### src/rtl/car_power_ctrl_if.sv
// Driver-control / car-status bundle between the input layer and the power sequencer.
// The master side drives the debounced controls; the slave side returns the car status.
interface car_power_ctrl_if;
    logic       power_on_btn;
    logic       power_off_btn;
    logic       clutch;
    logic       throttle;
    logic       brake;
    logic       reverse;
    logic       turn_left_sw;
    logic       turn_right_sw;
    logic [1:0] state;
    logic       turn_left;
    logic       turn_right;
    logic       blink_tick;
    logic       reversing;

    modport master (
        output power_on_btn, power_off_btn, clutch, throttle, brake, reverse,
               turn_left_sw, turn_right_sw,
        input  state, turn_left, turn_right, blink_tick, reversing
    );

    modport slave (
        input  power_on_btn, power_off_btn, clutch, throttle, brake, reverse,
               turn_left_sw, turn_right_sw,
        output state, turn_left, turn_right, blink_tick, reversing
    );
endinterface

### src/rtl/car_power_ctrl.sv
// Car power/drive sequencer: turns raw pedal, gear and button levels into the car state,
// qualified turn requests and a half-period blink tick. Every output is registered.
module car_power_ctrl #(
    parameter int HOLD_CYCLES = 100_000_000,
    parameter int BLINK_HALF  = 50_000_000
) (
    input  logic             clk,
    input  logic             rst_n,
    car_power_ctrl_if.slave  ctl
);

    localparam int HOLD_W  = (HOLD_CYCLES > 1) ? $clog2(HOLD_CYCLES) : 1;
    localparam int BLINK_W = (BLINK_HALF  > 1) ? $clog2(BLINK_HALF)  : 1;

    localparam logic [HOLD_W-1:0]  HOLD_LAST  = HOLD_W'(HOLD_CYCLES - 1);
    localparam logic [BLINK_W-1:0] BLINK_LAST = BLINK_W'(BLINK_HALF - 1);

    typedef enum logic [1:0] {
        OFF          = 2'b00,
        NOT_STARTING = 2'b01,
        STARTING     = 2'b11,
        MOVING       = 2'b10
    } state_e;

    state_e             state_q,      state_d;
    logic [HOLD_W-1:0]  hold_q,       hold_d;
    logic [BLINK_W-1:0] blink_q,      blink_d;
    logic               blink_tick_q, blink_tick_d;
    logic               turn_left_q,  turn_left_d;
    logic               turn_right_q, turn_right_d;
    logic               reversing_q,  reversing_d;

    logic gear_mismatch;
    logic turn_allowed;
    logic turn_active_d;
    logic turn_same;

    assign gear_mismatch = (ctl.reverse != reversing_q);

    // State register, together with every other register so all outputs share one reset.
    always_ff @(posedge clk or negedge rst_n) begin
        if (!rst_n) begin
            state_q      <= OFF;
            hold_q       <= '0;
            blink_q      <= '0;
            blink_tick_q <= 1'b0;
            turn_left_q  <= 1'b0;
            turn_right_q <= 1'b0;
            reversing_q  <= 1'b0;
        end else begin
            // NOTE: non-blocking assignments so every register samples pre-edge values.
            state_q      <= state_d;
            hold_q       <= hold_d;
            blink_q      <= blink_d;
            blink_tick_q <= blink_tick_d;
            turn_left_q  <= turn_left_d;
            turn_right_q <= turn_right_d;
            reversing_q  <= reversing_d;
        end
    end

    // Next-state logic: power-off beats a stall, a stall beats the pedal rules.
    always_comb begin
        // NOTE: defaults first so no path through this block leaves a signal unassigned (no latch).
        state_d = state_q;
        hold_d  = '0;
        if (state_q == OFF) begin
            if (ctl.power_on_btn && !ctl.power_off_btn) begin
                if (hold_q == HOLD_LAST) state_d = NOT_STARTING;
                else                     hold_d  = hold_q + HOLD_W'(1);
            end
        end else if (ctl.power_off_btn) begin
            state_d = OFF;
        end else if (gear_mismatch) begin
            if (!ctl.clutch) state_d = OFF;
        end else begin
            unique case (state_q)
                NOT_STARTING: begin
                    if (ctl.throttle) state_d = ctl.clutch ? STARTING : OFF;
                end
                STARTING: begin
                    if (ctl.brake)                         state_d = NOT_STARTING;
                    else if (ctl.throttle && !ctl.clutch)  state_d = MOVING;
                end
                MOVING: begin
                    if (ctl.brake)                         state_d = NOT_STARTING;
                    else if (ctl.clutch || !ctl.throttle)  state_d = STARTING;
                end
                default: state_d = OFF;
            endcase
        end
    end

    // Output logic: next values of the registered outputs, qualified by the next state.
    always_comb begin
        reversing_d = reversing_q;
        if (state_q == OFF)
            reversing_d = ctl.reverse;
        else if (!ctl.power_off_btn && gear_mismatch && ctl.clutch)
            reversing_d = ctl.reverse;

        turn_allowed = (state_d == STARTING) || (state_d == MOVING);
        turn_left_d  = turn_allowed && ctl.turn_left_sw  && !ctl.turn_right_sw;
        turn_right_d = turn_allowed && ctl.turn_right_sw && !ctl.turn_left_sw;

        // A turn that just started, stopped or swapped sides restarts the half period.
        turn_active_d = turn_left_d ^ turn_right_d;
        turn_same     = ({turn_left_d, turn_right_d} == {turn_left_q, turn_right_q});
        blink_d       = '0;
        blink_tick_d  = 1'b0;
        if (turn_active_d && turn_same) begin
            if (blink_q == BLINK_LAST) blink_tick_d = 1'b1;
            else                       blink_d      = blink_q + BLINK_W'(1);
        end
    end

    assign ctl.state      = state_q;
    assign ctl.turn_left  = turn_left_q;
    assign ctl.turn_right = turn_right_q;
    assign ctl.blink_tick = blink_tick_q;
    assign ctl.reversing  = reversing_q;

endmodule

### src/flat_wrapper.sv
// flat-port wrapper written by rule: the top's interface ports become plain ports
module car_power_ctrl_flat 
#(
    parameter int HOLD_CYCLES = 100_000_000,
    parameter int BLINK_HALF  = 50_000_000
)
  (clk, rst_n, ctl_power_on_btn, ctl_power_off_btn, ctl_clutch, ctl_throttle, ctl_brake, ctl_reverse, ctl_turn_left_sw, ctl_turn_right_sw, ctl_state, ctl_turn_left, ctl_turn_right, ctl_blink_tick, ctl_reversing);
  car_power_ctrl_if ctl_i ();
  input  logic clk;
  input  logic rst_n;
  input wire logic [$bits(ctl_i.power_on_btn)-1:0] ctl_power_on_btn;
  input wire logic [$bits(ctl_i.power_off_btn)-1:0] ctl_power_off_btn;
  input wire logic [$bits(ctl_i.clutch)-1:0] ctl_clutch;
  input wire logic [$bits(ctl_i.throttle)-1:0] ctl_throttle;
  input wire logic [$bits(ctl_i.brake)-1:0] ctl_brake;
  input wire logic [$bits(ctl_i.reverse)-1:0] ctl_reverse;
  input wire logic [$bits(ctl_i.turn_left_sw)-1:0] ctl_turn_left_sw;
  input wire logic [$bits(ctl_i.turn_right_sw)-1:0] ctl_turn_right_sw;
  output wire logic [$bits(ctl_i.state)-1:0] ctl_state;
  output wire logic [$bits(ctl_i.turn_left)-1:0] ctl_turn_left;
  output wire logic [$bits(ctl_i.turn_right)-1:0] ctl_turn_right;
  output wire logic [$bits(ctl_i.blink_tick)-1:0] ctl_blink_tick;
  output wire logic [$bits(ctl_i.reversing)-1:0] ctl_reversing;
  assign ctl_i.power_on_btn = ctl_power_on_btn;
  assign ctl_i.power_off_btn = ctl_power_off_btn;
  assign ctl_i.clutch = ctl_clutch;
  assign ctl_i.throttle = ctl_throttle;
  assign ctl_i.brake = ctl_brake;
  assign ctl_i.reverse = ctl_reverse;
  assign ctl_i.turn_left_sw = ctl_turn_left_sw;
  assign ctl_i.turn_right_sw = ctl_turn_right_sw;
  assign ctl_state = ctl_i.state;
  assign ctl_turn_left = ctl_i.turn_left;
  assign ctl_turn_right = ctl_i.turn_right;
  assign ctl_blink_tick = ctl_i.blink_tick;
  assign ctl_reversing = ctl_i.reversing;
  car_power_ctrl #(.HOLD_CYCLES(HOLD_CYCLES), .BLINK_HALF(BLINK_HALF)) u_core (.clk(clk), .rst_n(rst_n), .ctl(ctl_i));
endmodule
### config.mk
export PLATFORM = sky130hd
export DESIGN_NAME = car_power_ctrl_flat
export DESIGN_NICKNAME = d
export VERILOG_FILES = /design/src/rtl/car_power_ctrl_if.sv /design/src/rtl/car_power_ctrl.sv /design/src/flat_wrapper.sv
export SDC_FILE = /design/constraint.sdc
export NUM_CORES = 1
export LEC_CHECK = 0
export BUFFER_PORTS_ARGS = -buffer_cell sky130_fd_sc_hd__buf_2
export CAP_MARGIN = 10
export CORE_MARGIN = 5
export CORE_UTILIZATION = 25
export CTS_BUF_LIST = sky130_fd_sc_hd__clkbuf_8
export DETAILED_ROUTE_END_ITERATION = 8
export GPL_ROUTABILITY_DRIVEN = 0
export PLACE_DENSITY = 0.44
export SETUP_SLACK_MARGIN = 0.15
export SLEW_MARGIN = 5
export SYNTH_ARGS = -nofsm -noshare
export SYNTH_HDL_FRONTEND = slang
export SYNTH_SLANG_ARGS = --single-unit
### constraint.sdc
create_clock -name clk -period 2 [get_ports clk]
set_input_delay 0 -clock clk [delete_from_list [all_inputs] [get_ports clk]]
set_output_delay 0 -clock clk [all_outputs]
set_load 0.02 [all_outputs]
==> out/metrics.cfg <==
[sta]
hold_viol_final=0
fin_crit_sh_pct=89.8
setup_viol=0
period_needed_ns=1.80
maxSlewViolCount=0
rsz0062_at_grt=yes
tns_ns=0
fmaxAchievable_ghz=0.557
skew_ns=0.00990
tightest_slew_ns=0.558
max-slew-margin-rel_pct=62.8

[die]
start_util_pct=25.7
io_pins=16
fp-row-count=39
dieArea_sq_um=14100
die_w_um=119
die_h_um=119
core-area_sq_um=11500

[synthesis]
synth.avg_cell_area_sq_um=9.89
syn_nets=310
synthFlopType=dfrtp_1
yosysUniqueCellTypes=38
ys_warn_count=0
synth_area_sq_um=2950
syn_inst=298
synth_seq_area_share_pct=50.1
synth_seq_cells=59
ys_async_sr_fraction_pct=100
synth-edff-count=0

[clocking]
clock-sinks=59
root_buffer=clkbuf_8
cts.clk_slew.worst_paths_ns=0.06
cts_buffers=9
clockBufferDepth=2
cts_tree=done
htreeDepth=3
clkLatencyLatePin_ns=0.34

[layout]
num_antenna_cells=0
fin_nets=363
multiInputGateArea_sq_um=1420
seq_area_sq_um=1480
drive_gt1_share_pct=19.5
final_cell_mix=59 x dfrtp_1, 57 x nor2_1, 38 x xor2_1
synthToLayoutAreaGrowth_pct=24.7
fin_cells=497
fill_cells=1167
mostFrequentLayoutCell=dfrtp_1

[critical_path]
critPathMaxStageDelay_ns=0.46
cp.arrival_ns=2.02
worst-path-max-fanout=13
path_class=reg2reg
r2r_cells=6
path_buf_inv=1
rr_endpoint=u_core.hold_q[17]
crit_cells=6
cp-start-kind=flip-flop
required_ns=2.22
regToRegStartpoint=u_core.hold_q[8]
cp_slowest_cell=or4_4
critical_path.startpoint=u_core.hold_q[8]
cp_cell_sequence=nor4b_2 > nand2_1 > or4_4 > o21bai_4 > buf_12 > nor2_1
end_kind=flip-flop
crit_end=u_core.hold_q[17]
r2r_slack_ns=0.20
cp_top_family=simple AND/OR/NAND/NOR gates

[detailed_routing]
viasPerCell=4.50
drt_wl_total_um=6260
ant_nets=0
wl_per_cell_um=12.6
drtPass1Iterations=4
dr.first_iter.drc_count=110
num_vias=2238
drc=0

[grt]
grtUsageTotal_pct=9.51
grt_start_max_net_pins=39
grt_pass1_wl_um=11000
grt_antenna_before_repair=0
grt_overflow=0
top_usage_layer=met2
grt_pass1_vias=2300
use_met1_pct=12.0
use_met3_pct=3.58
use_met2_pct=15.0

[pwr]
vdd_drop_max_mv=0.448
leakagePower_nw=1.58
pwr_density_cell_nw_per_um2=608
power_mw=2.23

[flow_run]
maxCapViolations=0

[place]
place.detailed.hpwl_um=4250
portBuffers=15
place_inst=465

[min_path]
hold_class=in2reg

[status]
status=completed

## worst min path at each step
| stage | slack (ns) | end | from | cells after the start |
|---|---|---|---|---|
| 2_1_floorplan | -0.30 | u_core.blink_q[0] | rst_n | 0 |
| 3_3_place_gp | 0.03 | u_core.blink_q[12] | rst_n | 1 |
| 3_5_place_dp | 0.03 | u_core.blink_q[12] | rst_n | 1 |
| 4_1_cts | 0.04 | u_core.hold_q[24] | ctl_power_on_btn | 3 |
| 5_1_grt | 0.05 | u_core.hold_q[24] | ctl_power_on_btn | 3 |
| 6_report | 0.05 | u_core.hold_q[24] | ctl_power_on_btn | 3 |
## layer usage
layer	routed length, um	share of wire, %
met5	0	0
met4	93	1.5
met3	193	3.1
met2	3030	48
met1	2940	47
## layout make-up
cell class	instances	share of cell area (%)
flip-flops and latches	59	40.2
multi-input cells	223	38.7
repair buffers	49	10.8
well taps	143	4.87
clock buffers	11	4.12
inverters	9	0.919
clock inverters	3	0.409
## state kept, by name, indices dropped and copies added (netlist names)
name and flops:
u_core.ctl.reversing 1, u_core.ctl.state 2, u_core.ctl.turn_right 1, u_core.ctl.blink_tick 1, u_core.hold_q 27, u_core.ctl.turn_left 1
u_core.blink_q 26
## metrics by stage
step / instance area, sq um / util (%) / worst slack, ns / hold WS [ns]
after floorplan: 2950 / - / 0.222 / -0.296
after global placement: 3330 / 29.1 / 0.143 / 0.0302
after detailed placement: 3330 / 29.1 / 0.0835 / 0.0309
after CTS: 3590 / 31.3 / 0.156 / 0.0432
after global routing: 3670 / 32.0 / 0.114 / 0.0496
final: 3670 / 32.0 / 0.205 / 0.0494
## synth_stat cells (all sizes together), types with 3 or more instances
library cell,number,area (sq um)
buf,4,25.0
clkbuf,3,11.3
nand3,24,120
xor2,38,333
nand4,18,113
inv,9,33.8
and2,3,18.8
and4,5,43.8
dfrtp,59,1480
and3,11,68.8
xnor2,10,87.6
nor4,5,58.8
nand2,20,75.1
nor2,58,218
## worst min-delay path, delay by kind of cell
| kind | cells | cell delay, ns |
|---|---|---|
| AOI/OAI and AO/OA | 1 | 0.06 |
| and+or+nand+nor | 1 | 0.18 |
| buffers and inverters | 1 | 0.10 |
## what timing repair did
item | CTS | global route
gates cloned | 0 | 0
hold buffers | 7 | 0
endpoints found under the setup margin | 17 | 43
gates resized for setup | 1 | 4
pin swaps | 0 | 4
setup buffers | 3 | 8
endpoints found under the hold margin | 26 | 0
## cell families after synthesis
group | Yosys count | synth area share (%)
AOI/OAI and AO/OA | 11 | 2.89
adders and majority gates | 2 | 0.849
DFF | 59 | 50.1
and+or+nand+nor | 160 | 28.7
muxes | 2 | 0.764
xor gates and xnor gates | 48 | 14.3
buffers and inverters | 16 | 2.38
## report_power, final
part           switching, mW  internal [mW]  total [mW]
sequential           0.00242           1.20        1.20
combinational         0.0513         0.0397      0.0911
clock                  0.447          0.496       0.943
(Power assumes the default switching activity.)
